[src/rtl/dm_arbiter_ctrl.sv]
// dm_arbiter_ctrl
//   Owns the single synchronous-read data-memory port and shares it between
//   the CPU MEM stage and a word-wide DMA/bridge requester using round-robin
//   arbitration. Builds byte enables and replicated write data for sb/sh/sw,
//   rejects misaligned or out-of-range CPU accesses, and sequences the
//   one-cycle read latency (extended data to the CPU, raw words to DMA).
//
// Ports
//   clk, reset                 clock, synchronous active-high reset
//   cpu_req/we/size/unsigned   CPU access request and attributes
//   cpu_addr, cpu_wdata        CPU byte address and store data (low bits)
//   cpu_stall                  freeze the pipeline this cycle
//   cpu_rdata                  extended load data, valid when the load completes
//   cpu_err                    single-cycle misaligned/out-of-range pulse
//   dma_req/we/addr/wdata      DMA word request
//   dma_gnt                    DMA request accepted this cycle
//   dma_rvalid, dma_rdata      DMA read response, one cycle after the grant
//   mem_en/we/addr/wdata       memory command port
//   mem_rdata                  memory read data, valid the cycle after a read
module dm_arbiter_ctrl #(
    parameter int MEM_AW = 12
) (
    input  logic              clk,
    input  logic              reset,
    input  logic              cpu_req,
    input  logic              cpu_we,
    input  logic [1:0]        cpu_size,
    input  logic              cpu_unsigned,
    input  logic [31:0]       cpu_addr,
    input  logic [31:0]       cpu_wdata,
    output logic              cpu_stall,
    output logic [31:0]       cpu_rdata,
    output logic              cpu_err,
    input  logic              dma_req,
    input  logic              dma_we,
    input  logic [31:0]       dma_addr,
    input  logic [31:0]       dma_wdata,
    output logic              dma_gnt,
    output logic              dma_rvalid,
    output logic [31:0]       dma_rdata,
    output logic              mem_en,
    output logic [3:0]        mem_we,
    output logic [MEM_AW-1:0] mem_addr,
    output logic [31:0]       mem_wdata,
    input  logic [31:0]       mem_rdata
);

    typedef enum logic [1:0] {IDLE, CPU_RSP, DMA_RSP} state_e;

    state_e      state_q, state_d;
    logic        last_grant_q, last_grant_d;     // 0 = CPU, 1 = DMA
    logic [1:0]  rsp_off_q, rsp_off_d;
    logic [1:0]  rsp_size_q, rsp_size_d;
    logic        rsp_unsigned_q, rsp_unsigned_d;
    logic [31:0] cpu_rdata_q, cpu_rdata_d;
    logic [31:0] dma_rdata_q, dma_rdata_d;

    logic cpu_ok, size_ok, cpu_elig, gnt_cpu, gnt_dma;

    // DMA addresses wrap modulo memory size; the byte offset is ignored.
    logic unused_dma_bits;
    assign unused_dma_bits = ^{dma_addr[31:MEM_AW+2], dma_addr[1:0]};

    function automatic logic [31:0] load_extract(input logic [31:0] word,
                                                 input logic [1:0]  off,
                                                 input logic [1:0]  size,
                                                 input logic        uns);
        logic [7:0]  b;
        logic [15:0] h;
        case (off)
            2'd0:    b = word[7:0];
            2'd1:    b = word[15:8];
            2'd2:    b = word[23:16];
            default: b = word[31:24];
        endcase
        h = off[1] ? word[31:16] : word[15:0];
        case (size)
            2'b00:   return uns ? {24'b0, b} : {{24{b[7]}}, b};
            2'b01:   return uns ? {16'b0, h} : {{16{h[15]}}, h};
            default: return word;
        endcase
    endfunction

    function automatic logic [3:0] store_be(input logic [1:0] size,
                                            input logic [1:0] off);
        case (size)
            2'b00:   return 4'b0001 << off;
            2'b01:   return off[1] ? 4'b1100 : 4'b0011;
            default: return 4'b1111;
        endcase
    endfunction

    function automatic logic [31:0] store_data(input logic [1:0]  size,
                                               input logic [31:0] wdata);
        case (size)
            2'b00:   return {4{wdata[7:0]}};
            2'b01:   return {2{wdata[15:0]}};
            default: return wdata;
        endcase
    endfunction

    always_comb begin
        case (cpu_size)
            2'b00:   size_ok = 1'b1;
            2'b01:   size_ok = ~cpu_addr[0];
            2'b10:   size_ok = (cpu_addr[1:0] == 2'b00);
            default: size_ok = 1'b0;
        endcase
    end

    assign cpu_ok   = size_ok && (cpu_addr[31:MEM_AW+2] == '0);
    // While in CPU_RSP the held request is the load being answered.
    assign cpu_elig = cpu_req && cpu_ok && (state_q != CPU_RSP);
    assign gnt_cpu  = cpu_elig && (!dma_req || last_grant_q);
    assign gnt_dma  = dma_req && !gnt_cpu;

    always_comb begin
        state_d        = IDLE;
        last_grant_d   = last_grant_q;
        rsp_off_d      = rsp_off_q;
        rsp_size_d     = rsp_size_q;
        rsp_unsigned_d = rsp_unsigned_q;
        cpu_rdata_d    = cpu_rdata_q;
        dma_rdata_d    = dma_rdata_q;
        cpu_stall      = 1'b0;
        cpu_err        = 1'b0;
        dma_gnt        = 1'b0;
        dma_rvalid     = 1'b0;
        mem_en         = 1'b0;
        mem_we         = 4'b0000;
        mem_addr       = cpu_addr[MEM_AW+1:2];
        mem_wdata      = store_data(cpu_size, cpu_wdata);
        cpu_rdata      = cpu_rdata_q;
        dma_rdata      = dma_rdata_q;

        if (reset) begin
            // A reset drops any pending response and forces outputs low.
            cpu_rdata = '0;
            dma_rdata = '0;
        end else begin
            if (state_q == CPU_RSP) begin
                cpu_rdata_d = load_extract(mem_rdata, rsp_off_q, rsp_size_q, rsp_unsigned_q);
                cpu_rdata   = cpu_rdata_d;
            end
            if (state_q == DMA_RSP) begin
                dma_rdata_d = mem_rdata;
                dma_rdata   = mem_rdata;
                dma_rvalid  = 1'b1;
            end

            cpu_err = cpu_req && !cpu_ok;

            if (gnt_cpu) begin
                mem_en       = 1'b1;
                mem_we       = cpu_we ? store_be(cpu_size, cpu_addr[1:0]) : 4'b0000;
                last_grant_d = 1'b0;
                if (!cpu_we) begin
                    cpu_stall      = 1'b1;
                    state_d        = CPU_RSP;
                    rsp_off_d      = cpu_addr[1:0];
                    rsp_size_d     = cpu_size;
                    rsp_unsigned_d = cpu_unsigned;
                end
            end else if (gnt_dma) begin
                dma_gnt      = 1'b1;
                mem_en       = 1'b1;
                mem_addr     = dma_addr[MEM_AW+1:2];
                mem_wdata    = dma_wdata;
                mem_we       = {4{dma_we}};
                last_grant_d = 1'b1;
                cpu_stall    = cpu_elig;   // lost arbitration, retry next cycle
                if (!dma_we) begin
                    state_d = DMA_RSP;
                end
            end
        end
    end

    always_ff @(posedge clk) begin
        if (reset) begin
            state_q      <= IDLE;
            last_grant_q <= 1'b1;
            cpu_rdata_q  <= '0;
            dma_rdata_q  <= '0;
        end else begin
            state_q      <= state_d;
            last_grant_q <= last_grant_d;
            cpu_rdata_q  <= cpu_rdata_d;
            dma_rdata_q  <= dma_rdata_d;
        end
    end

    always_ff @(posedge clk) begin
        rsp_off_q      <= rsp_off_d;
        rsp_size_q     <= rsp_size_d;
        rsp_unsigned_q <= rsp_unsigned_d;
    end

endmodule
[config.mk]
export PLATFORM = sky130hd
export DESIGN_NAME = dm_arbiter_ctrl
export DESIGN_NICKNAME = d
export VERILOG_FILES = /design/src/rtl/dm_arbiter_ctrl.sv
export SDC_FILE = /design/constraint.sdc
export NUM_CORES = 1
export LEC_CHECK = 0
export BUFFER_PORTS_ARGS = -buffer_cell sky130_fd_sc_hd__buf_2
export CAP_MARGIN = 20
export CORE_AREA = 2 2 112 114
export DETAILED_ROUTE_END_ITERATION = 10
export DIE_AREA = 0 0 114 116
export GPL_TIMING_DRIVEN = 1
export PLACE_DENSITY = 0.73
export SLEW_MARGIN = 40
export SYNTH_ARGS = -nofsm -noshare
export SYNTH_HDL_FRONTEND = slang
export SYNTH_SLANG_ARGS = --single-unit
[constraint.sdc]
create_clock -name clk -period 3.88 [get_ports clk]
set_input_delay 0.582 -clock clk [delete_from_list [all_inputs] [get_ports clk]]
set_output_delay 0.582 -clock clk [all_outputs]
set_load 0.02 [all_outputs]
==> impl_metrics.ini <==
[synthesis]
synth-seq-cells = 72
syn_area_sq_um = 4285
synthDistinctLibCells = 50
ys_seq_area_frac = 0.3480
yosysWarnings = 0
synth-edff-count = 5
async_flop_share = 0
synthCells = 483
synth_nets = 652
syn_area_per_cell_sq_um = 8.872
synthFlopType = dfxtp_1

[setup_path]
worstReg2RegEnd = cpu_rdata_q[8]
critical_path_buf_inv_count = 3
cpPeakStageDelay_ns = 0.61
critPathArrivalTime_ns = 2.72
rr_worst_depth = 3
crit_fanout = 13
worstPathRequired_ns = 3.30
path_class = in2out
cp-endpoint = mem_wdata[1]
r2r_start = rsp_off_q[1]
critPathTopFamily = compound AO/OA/AOI/OAI gates
regToRegSetupSlack_ns = 1.59
startpoint = cpu_addr[24]
cp.depth = 7
path_common_cell = buf_2
crit_chain = buf_2 > nor4_2 > nand4_2 > o31ai_4 > inv_2 > mux2_2 > buf_2
worstSetupStartpointType = input port
crit_path_top_delay_cell = o31ai_4
end_kind = primary output

[sta]
setup_viol_count_final = 0
fin_crit_ns = 3.300
maxSlewHeadroom = 0.5344
fin_worst_skew_ns = 0.004511
slew_violations = 0
fmax_mhz = 303.0
setup_tns_ns = 0
period_share = 0.8505
worst_pin_slew_ns = 0.6968
layout_setup_ws_ns = 0.5802
rsz0062_at_grt = false
finalHoldViolCount = 0

[place]
hpwl_microns = 11980
port_buffers = 265
dp_slack_ns = 0.5552
gp_congestion = 0.8476

[global_route]
grt_max_degree = 34
grt_first_pass_wirelength_microns = 22160
grt_pass1_vias = 4113
grt_usage = 0.2151
antenna_found_initial = 2
overflow = 0

[clock_network]
cts.path.max_buffers = 2
post_cts_buffers = 0
cts_tree = built
path_clk_slew_ns = 0.06
clockRootBuffer = clkbuf_16
ctsHoldBuffers = 0
htree_levels = 3
insertion_delay_ns = 0.33
cts_sinks = 72
cts_resized = 0
cts_buffers = 9

[routing]
avgRoutedWirePerCell_microns = 16.74
num_vias = 4499
drt-initial-drc-count = 286
drc = 0
wirelength_microns = 14870
drt_pass1_iterations = 4
ant_nets = 0
via_per_inst = 5.066

[power_and_ir_drop]
power_density_nw_per_um2 = 338.0
switching_share = 0.2630
pwr-share-clk = 0.419
combPwrFrac = 0.208
leakagePower_nw = 2.922
ir_worst_vdd_mv = 0.2169
internal-power_w = 0.001503
switchingPower_w = 0.0005363
pwr-share-seq = 0.374

[outcome]
status = complete, no violations

[min_path]
hp-class = in2reg

[final_layout]
nets = 905
multi_input_area_sq_um = 2540
regArea_sq_um = 1491
synthToLayoutAreaGrowth_pct = 40.79
fillCellCount = 1157
layout-drive-gt1-share = 0.5000

[job]
cap_violations = 0

[die]
die_h_microns = 116
rows = 40
dieArea_sq_um = 13220
initial_core_util = 0.3598
io_pins = 286
core-area_sq_um = 11910
die_w_microns = 114
## routing by layer
layer  share of wire  routed length [microns]  GRT usage  vias up
met2            0.49                     7331     0.3683      212
met3           0.085                     1265    0.05753       25
met5          0.0010                       15          0        -
met1            0.39                     5850     0.2611     2046
met4           0.027                      403    0.07642        2
li1                -                        -          -     2214
## cells by family (layout without fill, tap and decap cells)
family,Yosys count,count (layout),synth area share
DFF,72,72,0.3480
buffers and inverters,51,308,0.05985
other,0,1,0
AOI/OAI and AO/OA,127,127,0.1845
muxes,77,77,0.2304
and+or+nand+nor,156,156,0.1772
## placed cells by master, fill, tap and decap left out, types with 7 or more instances in the layout
| cell type | Yosys | layout |
|---|---|---|
| o21ai_0 | 31 | 31 |
| nand2_1 | 100 | 100 |
| mux2_2 | 27 | 27 |
| inv_1 | 12 | 12 |
| mux2i_1 | 15 | 15 |
| mux2_4 | 34 | 34 |
| clkbuf_16 | 0 | 10 |
| nand3b_1 | 7 | 7 |
| dfxtp_1 | 67 | 67 |
| nand2b_1 | 12 | 12 |
| buf_4 | 0 | 14 |
| buf_2 | 1 | 265 |
| a211oi_1 | 8 | 8 |
| a21oi_1 | 55 | 55 |
| nor2_1 | 13 | 13 |
## synthesized netlist by cell type (2+ instances only)
cell type  instances  area (sq um)
nand2_1          100         375.4
dfxtp_1           67          1341
a21oi_1           55         275.3
mux2_4            34         510.5
o21ai_0           31         155.2
clkbuf_1          30         112.6
mux2_2            27         304.0
mux2i_1           15         150.1
nor2_1            13         48.80
inv_1             12         45.04
nand2b_1          12         75.07
a211oi_1           8         60.06
nand3b_1           7         52.55
a32oi_1            6         52.55
nor2b_1            6         37.54
o211ai_1           6         45.04
edfxtp_1           5         150.1
a32o_1             4         40.04
buf_12             3         60.06
nor3b_1            3         22.52
nor4_2             3         37.54
a21o_1             2         15.01
and4bb_2           2         25.02
buf_1              2         7.510
buf_6              2         22.52
nor3_1             2         10.01
o21bai_1           2         15.01
o31ai_1            2         15.01
## sequential cells by signal, summed over array words and instances, names as in the netlist
register / cells
cpu_rdata_q: 32
dma_rdata_q: 32
last_grant_q: 1
rsp_off_q: 2
rsp_size_q: 2
rsp_unsigned_q: 1
state_q: 2
## how the worst min path moves through the flow
stage | from | end | slack [ns] | cells past startpoint
detailed placement | cpu_rdata_q[30] | cpu_rdata_q[30] | 0.44 | 2
global placement | cpu_rdata_q[31] | cpu_rdata_q[31] | 0.44 | 2
floorplan | last_grant_q | last_grant_q | 0.47 | 2
CTS | cpu_unsigned | rsp_unsigned_q | 0.42 | 1
finish | cpu_unsigned | rsp_unsigned_q | 0.43 | 1
global route | cpu_unsigned | rsp_unsigned_q | 0.43 | 1
## metrics by stage
stage	hold WS, ns	cells	util	instance area [sq um]	total power [W]
CTS	0.4241	887	0.5063	6031	0.002059
global route	0.4298	888	0.5065	6033	0.002117
floorplan	0.4658	483	-	4285	0.001024
detailed placement	0.4399	872	0.4798	5715	0.001204
finish	0.4319	888	0.5065	6033	0.002039
global placement	0.4365	872	0.4798	5715	0.001200
## power groups by stage
stage,clock network (W),registers (W),logic [W]
finish,0.000854,0.000762,0.000424
global route,0.000903,0.000762,0.000452
CTS,0.000871,0.000762,0.000427
detailed placement,0,0.000778,0.000426
global placement,0,0.000778,0.000423
floorplan,0,0.000777,0.000247
## final cells by class
| type | instances | area share |
|---|---|---|
| Antenna cell | 1 | 0.0004148 |
| Clock buffer | 11 | 0.04376 |
| Clock inverter | 4 | 0.008503 |
| Inverter | 13 | 0.008088 |
| Multi-Input combinational cell | 360 | 0.4210 |
| Sequential cell | 72 | 0.2472 |
| Tap cell | 147 | 0.03049 |
| Timing Repair Buffer | 280 | 0.2406 |
No activity file was read; power rests on OpenSTA's default activity.
